<file path="src/rtl/serial_parity_unit.sv">
// Serial parity stage: shifts in FRAME_LEN bits MSB first and emits the frame with its XOR/XNOR.
// Define SERIAL_PARITY_CHECK_EN to take a trailing received parity bit per frame and flag mismatches on err.
module serial_parity_unit #(
  parameter int FRAME_LEN = 8
) (
  input  logic                 clk,
  input  logic                 rst_n,
  input  logic                 clr,
  input  logic                 bit_valid,
  input  logic                 bit_in,
  output logic [FRAME_LEN-1:0] frame_out,
  output logic                 xor_out,
  output logic                 xnor_out,
  output logic                 done,
  output logic                 err
);
  localparam int CW = $clog2(FRAME_LEN + 1);

`ifdef SERIAL_PARITY_CHECK_EN
  typedef enum logic {ACC = 1'b0, CHK = 1'b1} state_t;
`else
  typedef enum logic {ACC = 1'b0} state_t;
`endif

  state_t               r_state, w_nstate;
  logic [CW-1:0]        r_cnt;
  logic [FRAME_LEN-1:0] r_shift;
  logic                 r_par;
  logic [FRAME_LEN-1:0] r_frame;
  logic                 r_xor;
  logic                 r_done;
  logic [FRAME_LEN-1:0] w_shift_nxt;
  logic [FRAME_LEN-1:0] w_frame;
  logic                 w_xor;
  logic                 w_emit;
  logic                 w_last;

  assign w_shift_nxt = {r_shift[FRAME_LEN-2:0], bit_in};
  assign w_last      = (r_cnt == CW'(FRAME_LEN - 1));

  always_ff @(posedge clk or negedge rst_n) begin
    if (!rst_n) r_state <= ACC;
    else        r_state <= w_nstate;
  end

  always_comb begin
    w_nstate = r_state;
    w_emit   = 1'b0;
    w_frame  = w_shift_nxt;
    w_xor    = r_par ^ bit_in;
    if (clr) begin
      w_nstate = ACC;
    end else if (bit_valid) begin
      case (r_state)
        ACC: begin
          if (w_last) begin
`ifdef SERIAL_PARITY_CHECK_EN
            w_nstate = CHK;
`else
            w_emit   = 1'b1;
`endif
          end
        end
`ifdef SERIAL_PARITY_CHECK_EN
        // Frame and data parity already sit in r_shift/r_par; this bit is the received parity.
        CHK: begin
          w_emit   = 1'b1;
          w_frame  = r_shift;
          w_xor    = r_par;
          w_nstate = ACC;
        end
`endif
        default: ;
      endcase
    end
  end

  always_ff @(posedge clk or negedge rst_n) begin
    if (!rst_n) begin
      r_cnt   <= '0;
      r_shift <= '0;
      r_par   <= 1'b0;
      r_frame <= '0;
      r_xor   <= 1'b0;
      r_done  <= 1'b0;
    end else begin
      r_done <= w_emit;
      if (clr) begin
        r_cnt   <= '0;
        r_shift <= '0;
        r_par   <= 1'b0;
      end else if (w_emit) begin
        r_cnt   <= '0;
        r_par   <= 1'b0;
        r_frame <= w_frame;
        r_xor   <= w_xor;
      end else if (bit_valid) begin
        r_shift <= w_shift_nxt;
        r_par   <= r_par ^ bit_in;
        r_cnt   <= r_cnt + CW'(1);
      end
    end
  end

`ifdef SERIAL_PARITY_CHECK_EN
  logic r_err;
  // Even parity over data plus received bit: nonzero means mismatch.
  always_ff @(posedge clk or negedge rst_n) begin
    if (!rst_n)      r_err <= 1'b0;
    else if (w_emit) r_err <= r_par ^ bit_in;
  end
  assign err = r_err;
`else
  assign err = 1'b0;
`endif

  assign frame_out = r_frame;
  assign xor_out   = r_xor;
  assign xnor_out  = ~r_xor;
  assign done      = r_done;
endmodule

</file>
<file path="config.mk">
export PLATFORM = sky130hd
export DESIGN_NAME = serial_parity_unit
export DESIGN_NICKNAME = d
export VERILOG_FILES = /design/src/rtl/serial_parity_unit.sv
export SDC_FILE = /design/constraint.sdc
export NUM_CORES = 1
export LEC_CHECK = 0
export BUFFER_PORTS_ARGS = -buffer_cell sky130_fd_sc_hd__buf_4
export CAP_MARGIN = 20
export CORE_AREA = 2 2 54 43
export DETAILED_ROUTE_END_ITERATION = 16
export DIE_AREA = 0 0 56 45
export PLACE_DENSITY_LB_ADDON = 0.2
export SLEW_MARGIN = 20
export SYNTH_ARGS = -nofsm -noshare
export SYNTH_HDL_FRONTEND = slang
export SYNTH_SLANG_ARGS = --single-unit
</file>
<file path="constraint.sdc">
create_clock -name clk -period 1.75 [get_ports clk]
set_input_delay 0.35 -clock clk [delete_from_list [all_inputs] [get_ports clk]]
set_output_delay 0.35 -clock clk [all_outputs]
set_load 0.03 [all_outputs]
</file>
[Word-level counts from Yosys, hierarchy flattened]
Cells that the tools add are included.
W data, S select, Z words.
Word-level totals
  bits in registers: 22
  output and inout bits: 12
  input port bits: 5
  logic and storage cells: 28
Operators by class
  equal/unequal tests: 2
  add/subtract/negate cells: 1
  multiplexer cells: 12
  reductions and logical operators: 4
  bitwise operators: 3
Operator list (count)
  $mux W7: 3
  $mux W4: 3
  $mux W1: 6
  $add A4 B1 Y4 const B: 1
  $eq A4 B3 Y1 const B: 1
  $reduce_and A2 Y1: 2
  $reduce_bool A3 Y1: 1
  $ne A2 B2 Y1 const B: 1
  $not A1 Y1: 2
  $reduce_bool A2 Y1: 1
  $xor A1 B1 Y1: 1

[Longest topological paths before layout]
  depth in word-level cells: 6
  mapped depth: 5
  depth with buffers taken out: 4

[Least setup slack after synthesis]
No wires, ideal clock.
  kind: flip-flop to flip-flop
  start: reg r_cnt[0]
  end: reg r_frame[0] (netlist: frame_out[0])
  arrival time: 1.345 ns
  stages on the path, launching flop included: 6
  path buffers: 1
  path slack: 0.279 ns
  library setup time: 0.125 ns
  period minus slack after synthesis: 1.471 ns
  data required time: 1.625 ns
  cells stage by stage: dfrtp_1 -> ha_1 -> nand2_4 -> nor4b_4 -> buf_6 -> mux2_4
Between the ends
  longest elaborated chain between the ends: 5
RTL lines
  start: declaration: RTL line 26  | logic [CW-1:0] r_cnt;
  start signal: assignment: RTL line 100  | r_cnt <= r_cnt + CW'(1);
  $eq A4 B3 Y1: RTL line 39  | assign w_last = (r_cnt == CW'(FRAME_LEN - 1));
  $mux W1: RTL line 56  | if (w_last) begin
  $mux W1: RTL line 53  | end else if (bit_valid) begin
  $mux W1: RTL line 51  | if (clr) begin
  net w_emit: RTL line 35  | logic w_emit;
  $reduce_and A2 Y1 (no line)
  end signal: assignment: RTL line 95  | r_frame <= w_frame;
  end: declaration: RTL line 29  | logic [FRAME_LEN-1:0] r_frame;
The timed path passes the listed nets, and every way through them passes these cells.
A chain may end at the register's enable or synchronous reset.

[Worst setup path after layout]
  start: reg r_cnt[0]
  end: reg r_frame[0] (netlist: frame_out[0])
Between the ends
  longest elaborated chain between the ends: 5
RTL lines (RTL line)
  $eq A4 B3 Y1: 39
  $mux W1: 56
  $mux W1: 53
  $mux W1: 51
  $reduce_and A2 Y1 (no line)
No other way between the ends.

==> results_dict.tcl <==
set metrics [dict create \
    peakVddDrop_uv 729 \
    cts.sinks 22 \
    syn_area_sq_um 1020 \
    ctsHoldBuffers 1 \
    syn_nets 83 \
    finish.utilization_pct 61.0 \
    synth-seq-cells 22 \
    drive_gt1_share_pct 33.0 \
    crit_arrival_ps 1810 \
    clock_latency_ps 310 \
    syn_area_per_cell_sq_um 13.2 \
    synth.distinct_cells 29 \
    reg2reg_depth 5 \
    firstDrtPassIters 1 \
    fin_setup_tns_ps 0 \
    root_buffer "clkbuf_4" \
    wl_microns 1620 \
    hold_depth 2 \
    fp.dieH_microns 45 \
    hpwl_microns 1090 \
    htree_levels 1 \
    cp_top_family "flip-flops" \
    drtIter0Drc 0 \
    numCtsBuffers 3 \
    path_depth 5 \
    nets 101 \
    r2r_end "frame_out[0]$_DFFE_PN0P_" \
    path_class "reg2reg" \
    fp.dieW_microns 56 \
    crit_path_end_kind "flip-flop" \
    clock_path_buffers 2 \
    cp.buffers_inverters 1 \
    power_uw 970 \
    critical_path_required_ps 1960 \
    reg2reg_slack_ps 150 \
    num_antenna_cells 0 \
    fin_crit_ps 1600 \
    worstSetupStartpointType "flip-flop" \
    post_cts.repair.setup_buffers 0 \
    setup_violations 0 \
    rsz0062_at_grt "false" \
    p_per_area_nw_per_um2 810 \
    syn2layout_area_growth_pct 17.9 \
    grtUsageTotal_pct 15.1 \
    hold_violations 0 \
    fmax_ghz 0.626 \
    antenna_found_initial 0 \
    grt_max_degree 23 \
    place.gp.congestion 0.677 \
    path_clk_slew_ps 130 \
    critPathMaxStageDelay_ps 410 \
    nFillCells 157 \
    first_global_vias 634 \
    wl_per_cell_microns 13.7 \
    final_common_cell "dfrtp_1" \
    dieArea_sq_um 2520 \
    drc 0 \
    hold_class "in2reg" \
    final_cells 118 \
    drv_cap 0 \
    syn-instance-count 77 \
    cp_slowest_cell "dfrtp_1" \
    grt_overflow 0 \
    leakagePower_uw 0.000594 \
    rows 14 \
    initial_core_util_pct 51.8 \
    coreArea_sq_um 1960 \
    via_per_inst 5.24 \
    final_cell_mix "22 x dfrtp_1, 17 x buf_4, 8 x nand2b_1, 8 x mux2_4, 7 x mux2i_1" \
    num_vias 618 \
    crit_chain "ha_1, nand2_4, nor4b_4, buf_4, mux2_4" \
    hold_path.startpoint "clr" \
    drv_slew 0 \
    grt_pass1_wl_microns 2860 \
    yosys_warnings 0 \
    ioPinCount 17 \
    r2r_start "r_cnt[0]$_DFFE_PN0P_" \
    finalCritPeriodShare_pct 91.2 \
    status "completed" \
    dp.cells 113 \
    hold_end "r_par$_DFFE_PN0P_" \
    portBuffers 15 \
    path_max_fanout 8 \
    post_cts_resized 0 \
    ant_nets 0 \
    cts_tree "yes" \
    seq_area_frac_synth_pct 54.2 \
    finClkSkew_ps 13.4 \
]
==> cell type report <==
type | instances | area, sq um | area share, %
Sequential cell | 22 | 551 | 46.0
Multi-Input combinational cell | 49 | 423 | 35.3
Timing Repair Buffer | 18 | 138 | 11.5
Clock inverter | 1 | 30.0 | 2.51
Tap cell | 24 | 30.0 | 2.51
Clock buffer | 3 | 22.5 | 1.88
Inverter | 1 | 3.75 | 0.313
==> metrics by stage <==
step	worst slack, ps	area, sq um	hold slack, ps
floorplan	279	1020	54.4
global placement	198	1130	252
CTS	139	1200	297
global route	40.9	1200	283
detailed placement	142	1130	254
finish	153	1200	302
==> kinds of logic (layout without fill, tap and decap cells) <==
family	Yosys count	count (layout)	synth area share, %
compound gates	6	6	3.33
xor+xnor	2	2	1.72
fa+ha+maj	1	1	1.23
buf+inv	6	23	4.19
flops	22	22	54.2
mux	15	15	18.7
other cells	1	1	0.369
simple gates	24	24	16.3
==> Yosys cell counts, drive strengths merged <==
| master | number | area [sq um] |
|---|---|---|
| nand4b | 1 | 8.76 |
| a21oi | 2 | 10.0 |
| xnor2 | 1 | 8.76 |
| buf | 4 | 35.0 |
| or3 | 1 | 6.26 |
| nor2b | 1 | 6.26 |
| and3b | 1 | 8.76 |
| nand3b | 1 | 7.51 |
| nor4b | 1 | 23.8 |
| clkbuf | 1 | 3.75 |
| and2b | 1 | 7.51 |
| xor2 | 1 | 8.76 |
| nand4 | 1 | 6.26 |
| mux2i | 7 | 70.1 |
| inv | 1 | 3.75 |
| o21ai | 2 | 10.0 |
| ha | 1 | 12.5 |
| dfrtp | 22 | 551 |
| o31ai | 1 | 7.51 |
| mux2 | 8 | 120 |
| nand2b | 8 | 50.1 |
| and2 | 1 | 6.26 |
| nor2 | 3 | 11.3 |
| nand2 | 4 | 22.5 |
| conb | 1 | 3.75 |
| a31oi | 1 | 6.26 |
==> how the worst max path moves through the flow <==
stage / from / endpoint / slack [ps]
3_3_place_gp: r_cnt[0]$_DFFE_PN0P_ / frame_out[4]$_DFFE_PN0P_ / 200
6_report: r_cnt[0]$_DFFE_PN0P_ / frame_out[0]$_DFFE_PN0P_ / 150
4_1_cts: r_cnt[0]$_DFFE_PN0P_ / frame_out[0]$_DFFE_PN0P_ / 140
2_1_floorplan: r_cnt[0]$_DFFE_PN0P_ / frame_out[0]$_DFFE_PN0P_ / 280
3_5_place_dp: r_cnt[0]$_DFFE_PN0P_ / frame_out[0]$_DFFE_PN0P_ / 140
5_1_grt: r_cnt[0]$_DFFE_PN0P_ / frame_out[0]$_DFFE_PN0P_ / 40
==> registers in the layout, summed over array words and instances, names as in the netlist <==
| name | cells |
|---|---|
| r_cnt | 4 |
| frame_out | 8 |
| r_par | 1 |
| r_shift | 7 |
| done | 1 |
| xor_out | 1 |
==> power by group <==
part | total, uW | internal (uW) | switching (uW)
clock network | 385 | 232 | 153
logic | 61.8 | 25.9 | 35.9
registers | 524 | 517 | 7.13
==> layer usage <==
layer  up-vias  share of wire [%]  track usage (%)  routed length, microns
li1        297                  -                -                       -
met1       305                 49             19.1                     794
met2        14                 45             24.9                     720
met3         2                5.0             5.44                      81
met4         0                1.2             4.29                      19
met5         -                  0                0                       0
Power figures use the tool's default switching activity.
